## src/rtl/ws2822_addr_programmer.sv

```systemverilog
// WS2822 address programmer: power-cycles the strip, then holds ADDRESS low while
// one break/MAB/4-byte frame carrying the target start channel is sent on DATA.
module ws2822_addr_programmer #(
    parameter int CLKS_PER_BIT     = 96,
    parameter int POWER_OFF_CYCLES = 2400000,
    parameter int SETTLE_CYCLES    = 1200000,
    parameter int BREAK_BITS       = 22,
    parameter int MAB_BITS         = 2
) (
    input  logic       i_clk,
    input  logic       i_rst,
    input  logic [9:0] i_address,
    input  logic       i_start_strobe,
    output logic       o_busy,
    output logic       o_done,
    output logic       o_error,
    output logic       o_power_en,
    output logic       o_data_pin,
    output logic       o_address_pin
);

    localparam int BW = (CLKS_PER_BIT > 1) ? $clog2(CLKS_PER_BIT) : 1;
    localparam logic [BW-1:0] BIT_LAST = BW'(CLKS_PER_BIT - 1);
    localparam logic [23:0] PWR_LAST = 24'(POWER_OFF_CYCLES - 1);
    localparam logic [23:0] SET_LAST = 24'(SETTLE_CYCLES - 1);
    localparam logic [23:0] BRK_LAST = 24'(BREAK_BITS * CLKS_PER_BIT - 1);
    localparam logic [23:0] MAB_LAST = 24'(MAB_BITS * CLKS_PER_BIT - 1);

    typedef enum logic [2:0] {
        IDLE, PWR_OFF, SETTLE, ADDR_SETUP, BREAK, MAB, BYTE, RELEASE
    } state_t;

    state_t        state, state_n;
    logic [23:0]   phase_cnt, phase_n;
    logic [BW-1:0] bit_cnt, bit_cnt_n;
    logic [3:0]    bit_idx, bit_idx_n;
    logic [1:0]    byte_idx, byte_idx_n;
    logic [9:0]    addr_q, addr_n;
    logic          done_q, done_n, error_n;
    logic          busy_c, power_c, data_c, apin_c;
    logic [7:0]    byte_sel;
    logic          frame_bit, bit_end, addr_ok;

    assign bit_end = (bit_cnt == BIT_LAST);
    assign addr_ok = (i_address >= 10'd1) && (i_address <= 10'd512);

    always_comb begin
        case (byte_idx)
            2'd0:    byte_sel = 8'hA0;
            2'd1:    byte_sel = addr_q[7:0];
            2'd2:    byte_sel = {6'b111100, addr_q[9:8]};
            default: byte_sel = addr_q[7:0] ^ {6'b111100, addr_q[9:8]};
        endcase
    end

    // 8N2 framing: index 0 is the start bit, 1..8 data LSB first, 9..10 stop bits
    always_comb begin
        frame_bit = 1'b1;
        if (bit_idx == 4'd0)
            frame_bit = 1'b0;
        else if (bit_idx <= 4'd8)
            frame_bit = byte_sel[3'(bit_idx - 4'd1)];
    end

    always_comb begin
        state_n    = state;
        phase_n    = phase_cnt;
        bit_cnt_n  = bit_cnt;
        bit_idx_n  = bit_idx;
        byte_idx_n = byte_idx;
        addr_n     = addr_q;
        done_n     = 1'b0;
        error_n    = 1'b0;
        busy_c     = 1'b1;
        power_c    = 1'b1;
        data_c     = 1'b1;
        apin_c     = 1'b0;
        case (state)
            IDLE: begin
                busy_c = 1'b0;
                apin_c = 1'b1;
                // outputs lag state by a cycle, so busy/done still high means the last run is finishing
                if (i_start_strobe && !o_busy && !o_done) begin
                    if (addr_ok) begin
                        addr_n  = i_address;
                        state_n = PWR_OFF;
                    end else begin
                        error_n = 1'b1;
                    end
                end
            end
            PWR_OFF: begin
                power_c = 1'b0;
                apin_c  = 1'b1;
                if (phase_cnt == PWR_LAST) begin
                    phase_n = '0;
                    state_n = SETTLE;
                end else begin
                    phase_n = phase_cnt + 24'd1;
                end
            end
            SETTLE: begin
                apin_c = 1'b1;
                if (phase_cnt == SET_LAST) begin
                    phase_n = '0;
                    state_n = ADDR_SETUP;
                end else begin
                    phase_n = phase_cnt + 24'd1;
                end
            end
            ADDR_SETUP: begin
                if (bit_end) begin
                    bit_cnt_n = '0;
                    state_n   = BREAK;
                end else begin
                    bit_cnt_n = bit_cnt + 1'b1;
                end
            end
            BREAK: begin
                data_c = 1'b0;
                if (phase_cnt == BRK_LAST) begin
                    phase_n = '0;
                    state_n = MAB;
                end else begin
                    phase_n = phase_cnt + 24'd1;
                end
            end
            MAB: begin
                if (phase_cnt == MAB_LAST) begin
                    phase_n    = '0;
                    bit_idx_n  = '0;
                    byte_idx_n = '0;
                    state_n    = BYTE;
                end else begin
                    phase_n = phase_cnt + 24'd1;
                end
            end
            BYTE: begin
                data_c = frame_bit;
                if (bit_end) begin
                    bit_cnt_n = '0;
                    if (bit_idx == 4'd10) begin
                        bit_idx_n = '0;
                        if (byte_idx == 2'd3) begin
                            byte_idx_n = '0;
                            state_n    = RELEASE;
                        end else begin
                            byte_idx_n = byte_idx + 2'd1;
                        end
                    end else begin
                        bit_idx_n = bit_idx + 4'd1;
                    end
                end else begin
                    bit_cnt_n = bit_cnt + 1'b1;
                end
            end
            RELEASE: begin
                if (bit_end) begin
                    bit_cnt_n = '0;
                    done_n    = 1'b1;
                    state_n   = IDLE;
                end else begin
                    bit_cnt_n = bit_cnt + 1'b1;
                end
            end
            default: state_n = IDLE;
        endcase
    end

    always_ff @(posedge i_clk) begin
        if (i_rst) begin
            state         <= IDLE;
            phase_cnt     <= '0;
            bit_cnt       <= '0;
            bit_idx       <= '0;
            byte_idx      <= '0;
            addr_q        <= '0;
            done_q        <= 1'b0;
            o_busy        <= 1'b0;
            o_done        <= 1'b0;
            o_error       <= 1'b0;
            o_power_en    <= 1'b1;
            o_data_pin    <= 1'b1;
            o_address_pin <= 1'b1;
        end else begin
            state         <= state_n;
            phase_cnt     <= phase_n;
            bit_cnt       <= bit_cnt_n;
            bit_idx       <= bit_idx_n;
            byte_idx      <= byte_idx_n;
            addr_q        <= addr_n;
            done_q        <= done_n;
            o_busy        <= busy_c;
            o_done        <= done_q;
            o_error       <= error_n;
            o_power_en    <= power_c;
            o_data_pin    <= data_c;
            o_address_pin <= apin_c;
        end
    end

endmodule

```

## config.mk

```make
export PLATFORM = sky130hd
export DESIGN_NAME = ws2822_addr_programmer
export DESIGN_NICKNAME = d
export VERILOG_FILES = /design/src/rtl/ws2822_addr_programmer.sv
export SDC_FILE = /design/constraint.sdc
export NUM_CORES = 1
export LEC_CHECK = 0
export CAP_MARGIN = 0
export CORE_MARGIN = 1
export CORE_UTILIZATION = 59
export DETAILED_ROUTE_END_ITERATION = 8
export PLACE_DENSITY = 0.79
export SYNTH_ARGS = -nofsm -noshare
export SYNTH_HDL_FRONTEND = slang
export SYNTH_SLANG_ARGS = --single-unit
```

## constraint.sdc

```tcl
create_clock -name i_clk -period 2.91 [get_ports i_clk]
set_clock_uncertainty 0.1 [all_clocks]
set_input_delay 0.582 -clock i_clk [delete_from_list [all_inputs] [get_ports i_clk]]
set_output_delay 0.582 -clock i_clk [all_outputs]
set_load 0.01 [all_outputs]
```

Yosys cells after proc, flatten, opt, wreduce, memory -nomap -nowiden
Index checks and enable logic that the tools add are counted.

Output and inout bits: 6. Flip-flop bits (word level): 57. Logic and storage cells: 109.

Bitwise gates (word level): 4. Reductions and logical operators: 18. Mux-type cells: 38. Equal/unequal tests: 27. Add/subtract/negate cells: 5. $lt $le $gt $ge: 4.

Operators with widths (number): two-way mux 24 bit (4); one-hot mux 24 bit (4 select lines) (1); two-way mux 3 bit (11); adder 24 x 1 -> 24 bit (second input constant) (1); == test 24 x 12 -> 1 bit (second input constant) (1); == test 24 x 21 -> 1 bit (second input constant) (1); == test 24 x 22 -> 1 bit (second input constant) (1); == test 24 x 8 -> 1 bit (second input constant) (1); one-hot mux 3 bit (8 select lines) (1); one-hot mux 8 bit (3 select lines) (1); inequality test 2 bit (second input constant) (11); == test 3 bit (second input constant) (4); two-way mux 4 bit (3); AND reduction 11 bit (1); greater-or-equal comparator 10 x 1 -> 1 bit (second input constant) (1); <= comparator 10 bit (second input constant) (1); OR reduction 3 bit (3); two-way mux 1 bit (8); two-way mux 2 bit (4); one-hot mux 4 bit (2 select lines) (1); bitwise XOR 8 bit (1); adder 7 x 1 -> 7 bit (second input constant) (1); == test 7 bit (second input constant) (1); two-way mux 7 bit (1); 24 further kinds (32).

Longest topological paths before layout
Word-level depth: 7. Depth in mapped cells: 9. Gate-level depth less buffers: 8.

Least setup slack after synthesis
No wires, ideal clock.

Path type: reg2reg. Start: reg phase_cnt[13]. End: reg bit_idx[2]. Path slack: 0.397 ns. Data arrival time: 2.343 ns. Required time: 2.740 ns. Buffers on the path: 0. Setup time: 0.070 ns. Clock period less this slack: 2.513 ns. Stages on the path, launching flop included: 7. Cell sequence: dfxtp_1 > or4_4 > or3b_4 > nor4_4 > a21oi_2 > or4b_1 > a21oi_1.

Cells in the longest elaborated chain, start to end: 3.

RTL lines: from (decl) (line 34) `logic [23:0] phase_cnt, phase_n;`; from (signal assigned) (line 187) `phase_cnt <= phase_n;`; == test 24 x 8 -> 1 bit (line 129) `if (phase_cnt == MAB_LAST) begin`; inequality test 2 bit (no source line); AND reduction 3 bit (no source line); to (signal assigned) (line 189) `bit_idx <= bit_idx_n;`; to (decl) (line 36) `logic [3:0] bit_idx, bit_idx_n;`.

No other way between the ends. A chain may end at the register's enable or synchronous reset.

Final worst setup path
Start: reg phase_cnt[13]. End: reg phase_cnt[17].

Cells in the longest elaborated chain, start to end: 3.

RTL lines: adder 24 x 1 -> 24 bit (tied with other cells); two-way mux 24 bit (on tied branches); one-hot mux 24 bit (4 select lines) (*) (line 78) `case (state)`.

Mark *: on every way between the ends. The rest lies on a longest branch, timed or not.

==> results by group <==
Placement
  • DPL Wire Length: 4.55 mm
  • Final GP Congestion: 0.846
  • Dpl ws: 0.0859 ns
  • I/O Buffers: 18

Timing
  • Setup_tns: 0 ns
  • Final min period: 2.71 ns
  • Fmax: 369 MHz
  • Final Max Slew Viols: 0
  • Worst-Margin Slew: 0.721 ns
  • Final hold vios: 0
  • Final setup viols: 0
  • Unrepaired setup endpoints after global routing: no
  • Tcrit/Tclk final: 93.1%
  • Final Worst Setup Slack: 0.200 ns
  • Max_slew headroom: 51.5%

Clocking
  • CTS Hold Bufs: 0
  • Root buffer cell: clkbuf_8
  • Clk buf depth: 2
  • Postcts setup bufs: 0
  • Resized Gates After CTS: 0
  • Num CTS Buffers: 9
  • H-tree depth: 3
  • Clock Sinks: 57
  • Reg clk slew, reported paths: 0.06 ns
  • CTS tree: done
  • Worst skew pair latency: 0.33 ns

Worst setup path
  • R2r setup slk: 0.20 ns
  • Worst r2r dst: phase_cnt[17]$_SDFFE_PP0P_
  • Register-to-Register Path Depth: 6
  • Setup CP Type: reg2reg
  • Crit Reg-Reg Startpoint: phase_cnt[13]$_SDFFE_PP0P_
  • Worst EP required: 3.01 ns
  • Critical Path Start Type: flop
  • Nature of the critical path endpoint: flop
  • Crit-path max FO: 13
  • Crit path DAT: 2.81 ns

Floorplanning
  • Core area: 4850 um^2
  • Die span in x: 74.0 um
  • FP Rows: 25
  • Die Y-Extent: 74.0 um
  • Initial Util: 63.0%
  • Boundary Pins: 19
  • Area of the die: 5470 um^2

Synth
  • Post-Syn Area: 3050 um^2
  • Post-synthesis register bit count: 57
  • Ys flop type: dfxtp_1
  • Mapped Avg Cell Area: 8.48 um^2
  • Post-Syn Instances: 360
  • Register area share after synthesis: 37.4%
  • Post-synth EDFFs: 0
  • Syn nets: 384
  • Ys async rst share: 0%
  • Syn. warnings: 0
  • Yosys cell types: 64

Power and ir drop
  • P_sw: 0.422 mW
  • Clock Power Share: 43.4%
  • Maximum VDD drop: 0.375 mV
  • Switching share of power: 23.8%
  • PD cells: 501 nW/um^2
  • Seq pwr share: 46.8%
  • Leakage power: 1.26 nW
  • Logic pwr share: 9.8%
  • P_int: 1.35 mW

Finish
  • Fin nets: 411
  • Area Overhead vs Synth: 16.2%
  • Commonest cells after routing, fill and taps aside: 57 x dfxtp_1, 55 x nor2_1, 24 x nand2_1
  • Layout cells sized above 1: 11.5%
  • Most common cell after layout, fill and taps aside: dfxtp_1
  • Ant. Diodes: 0
  • Fillers: 380

Global route
  • Vias in the first global route: 2376
  • First-pass GRT wire length: 10.9 mm
  • Overflow after GRT: 0
  • GRT Util Overall: 26.0%
  • Largest net degree at the start of global routing: 18
  • Initial antenna violation count: 0

Worst hold path
  • Worst hold endpoint: o_done$_SDFF_PP0_
  • Start point of the worst hold path: done_q$_SDFF_PP0_
  • Hold Path Cell Cnt: 1
  • Worst hold path class: reg2reg

Drt
  • Total wire length: 6.44 mm
  • Pre-Repair DR Iteration Count: 4
  • ANT nets after route: 0
  • Wire length per cell: 14.0 um
  • 1st-iter DRT viols: 224
  • Detailed-route DRC error count: 0
  • Vias/cell: 5.81
  • Vias: 2669

Status
  • Status: finished, final reports clean

Run
  • Max cap viols: 0
[routing by layer]
layer	track usage, %	part of all wire (%)	vias to the layer above	wire [um]
met5	0	0	-	0
met4	11.1	1.4	0	87
met3	4.47	5.2	7	332
met2	40.4	45	64	2870
met1	35.8	49	1248	3150
li1	-	-	1350	-
[cell type report]
cell class / count / area, um^2 / share of cell area [%]
Timing Repair Buffer: 30 / 283 / 7.97
Clock inverter: 2 / 35.0 / 0.987
Clock buffer: 14 / 173 / 4.87
Sequential cell: 57 / 1140 / 32.2
Multi-Input combinational cell: 278 / 1790 / 50.5
Inverter: 11 / 41.3 / 1.16
Tap cell: 67 / 83.8 / 2.36
[synth_stat cells (2+ instances only)]
cell,number,area (um^2)
a211oi_1,4,30.0
a21oi_1,19,95.1
a221oi_1,2,17.5
a311oi_1,2,17.5
a31oi_1,3,18.8
and3_1,8,50.1
and4_1,3,26.3
clkbuf_1,9,33.8
dfxtp_1,57,1140
ha_1,11,138
inv_1,11,41.3
mux2_2,2,22.5
mux2i_1,13,130
nand2_1,24,90.1
nand2b_1,2,12.5
nand3_1,22,110
nand3b_1,3,22.5
nand4_1,5,31.3
nor2_1,55,206
nor3_1,13,65.1
nor3b_1,2,15.0
nor4_1,5,31.3
o211ai_1,2,15.0
o21ai_0,9,45.0
o221ai_1,2,17.5
or2_2,2,12.5
or3_1,5,31.3
or4_1,6,45.0
or4b_2,2,20.0
xnor2_1,17,149
xor2_1,7,61.3
[stage by stage]
step	hold slack (ns)	std cells	cell area, um^2	total power [mW]	utilization, %
final	0.353	459	3550	1.78	73.2
after floorplan	0.314	360	3050	0.954	-
after CTS	0.355	459	3550	1.79	73.2
after global routing	0.367	459	3550	1.84	73.2
after detailed placement	0.342	443	3340	1.02	68.9
after global placement	0.325	443	3340	1.02	68.9
[registers in the layout, summed over array words and instances (netlist names)]
signal and flops:
o_error 1, o_data_pin 1, bit_idx 4, o_power_en 1, byte_idx 2, bit_cnt 7, o_address_pin 1, o_busy 1
state 3, addr_q 10, o_done 1, done_q 1, phase_cnt 24
[how the worst max path moves through the flow]
stage | startpoint | end | slack [ns]
after floorplan | phase_cnt[13]$_SDFFE_PP0P_ | bit_idx[2]$_SDFFE_PP0P_ | 0.40
after global placement | i_start_strobe | addr_q[3]$_SDFFE_PP0P_ | 0.13
after detailed placement | i_start_strobe | addr_q[5]$_SDFFE_PP0P_ | 0.09
after CTS | phase_cnt[13]$_SDFFE_PP0P_ | phase_cnt[17]$_SDFFE_PP0P_ | 0.20
after global routing | phase_cnt[13]$_SDFFE_PP0P_ | phase_cnt[23]$_SDFFE_PP0P_ | 0.04
final | phase_cnt[13]$_SDFFE_PP0P_ | phase_cnt[17]$_SDFFE_PP0P_ | 0.20
[power groups by stage]
stage | sequential, mW | clock [mW] | combinational, mW
6_report | 0.832 | 0.770 | 0.174
5_1_grt | 0.836 | 0.815 | 0.193
4_1_cts | 0.832 | 0.781 | 0.174
3_5_place_dp | 0.848 | 0 | 0.172
3_3_place_gp | 0.847 | 0 | 0.168
2_1_floorplan | 0.840 | 0 | 0.114
[worst max-delay path: stages, from the launching register on]
cell and delay (ns):
dfxtp_1 0.36, or4_4 0.57, or3b_4 0.45, or3_1 0.40
o21ai_0 0.21, a211o_1 0.39, nor2_1 0.10
[kinds of logic (layout without fill, tap and decap cells)]
group,after synthesis,count (layout),synth area share [%]
multiplexers,16,16,5.74
AO/OA/AOI/OAI,55,55,11.8
adder cells (fa/ha/maj),11,11,4.51
flip-flops,57,57,37.4
XOR/XNOR,24,24,6.88
AND/OR/NAND/NOR,172,172,29.7
buffers and inverters,25,57,3.97
No activity file was read; power rests on OpenSTA's default activity.
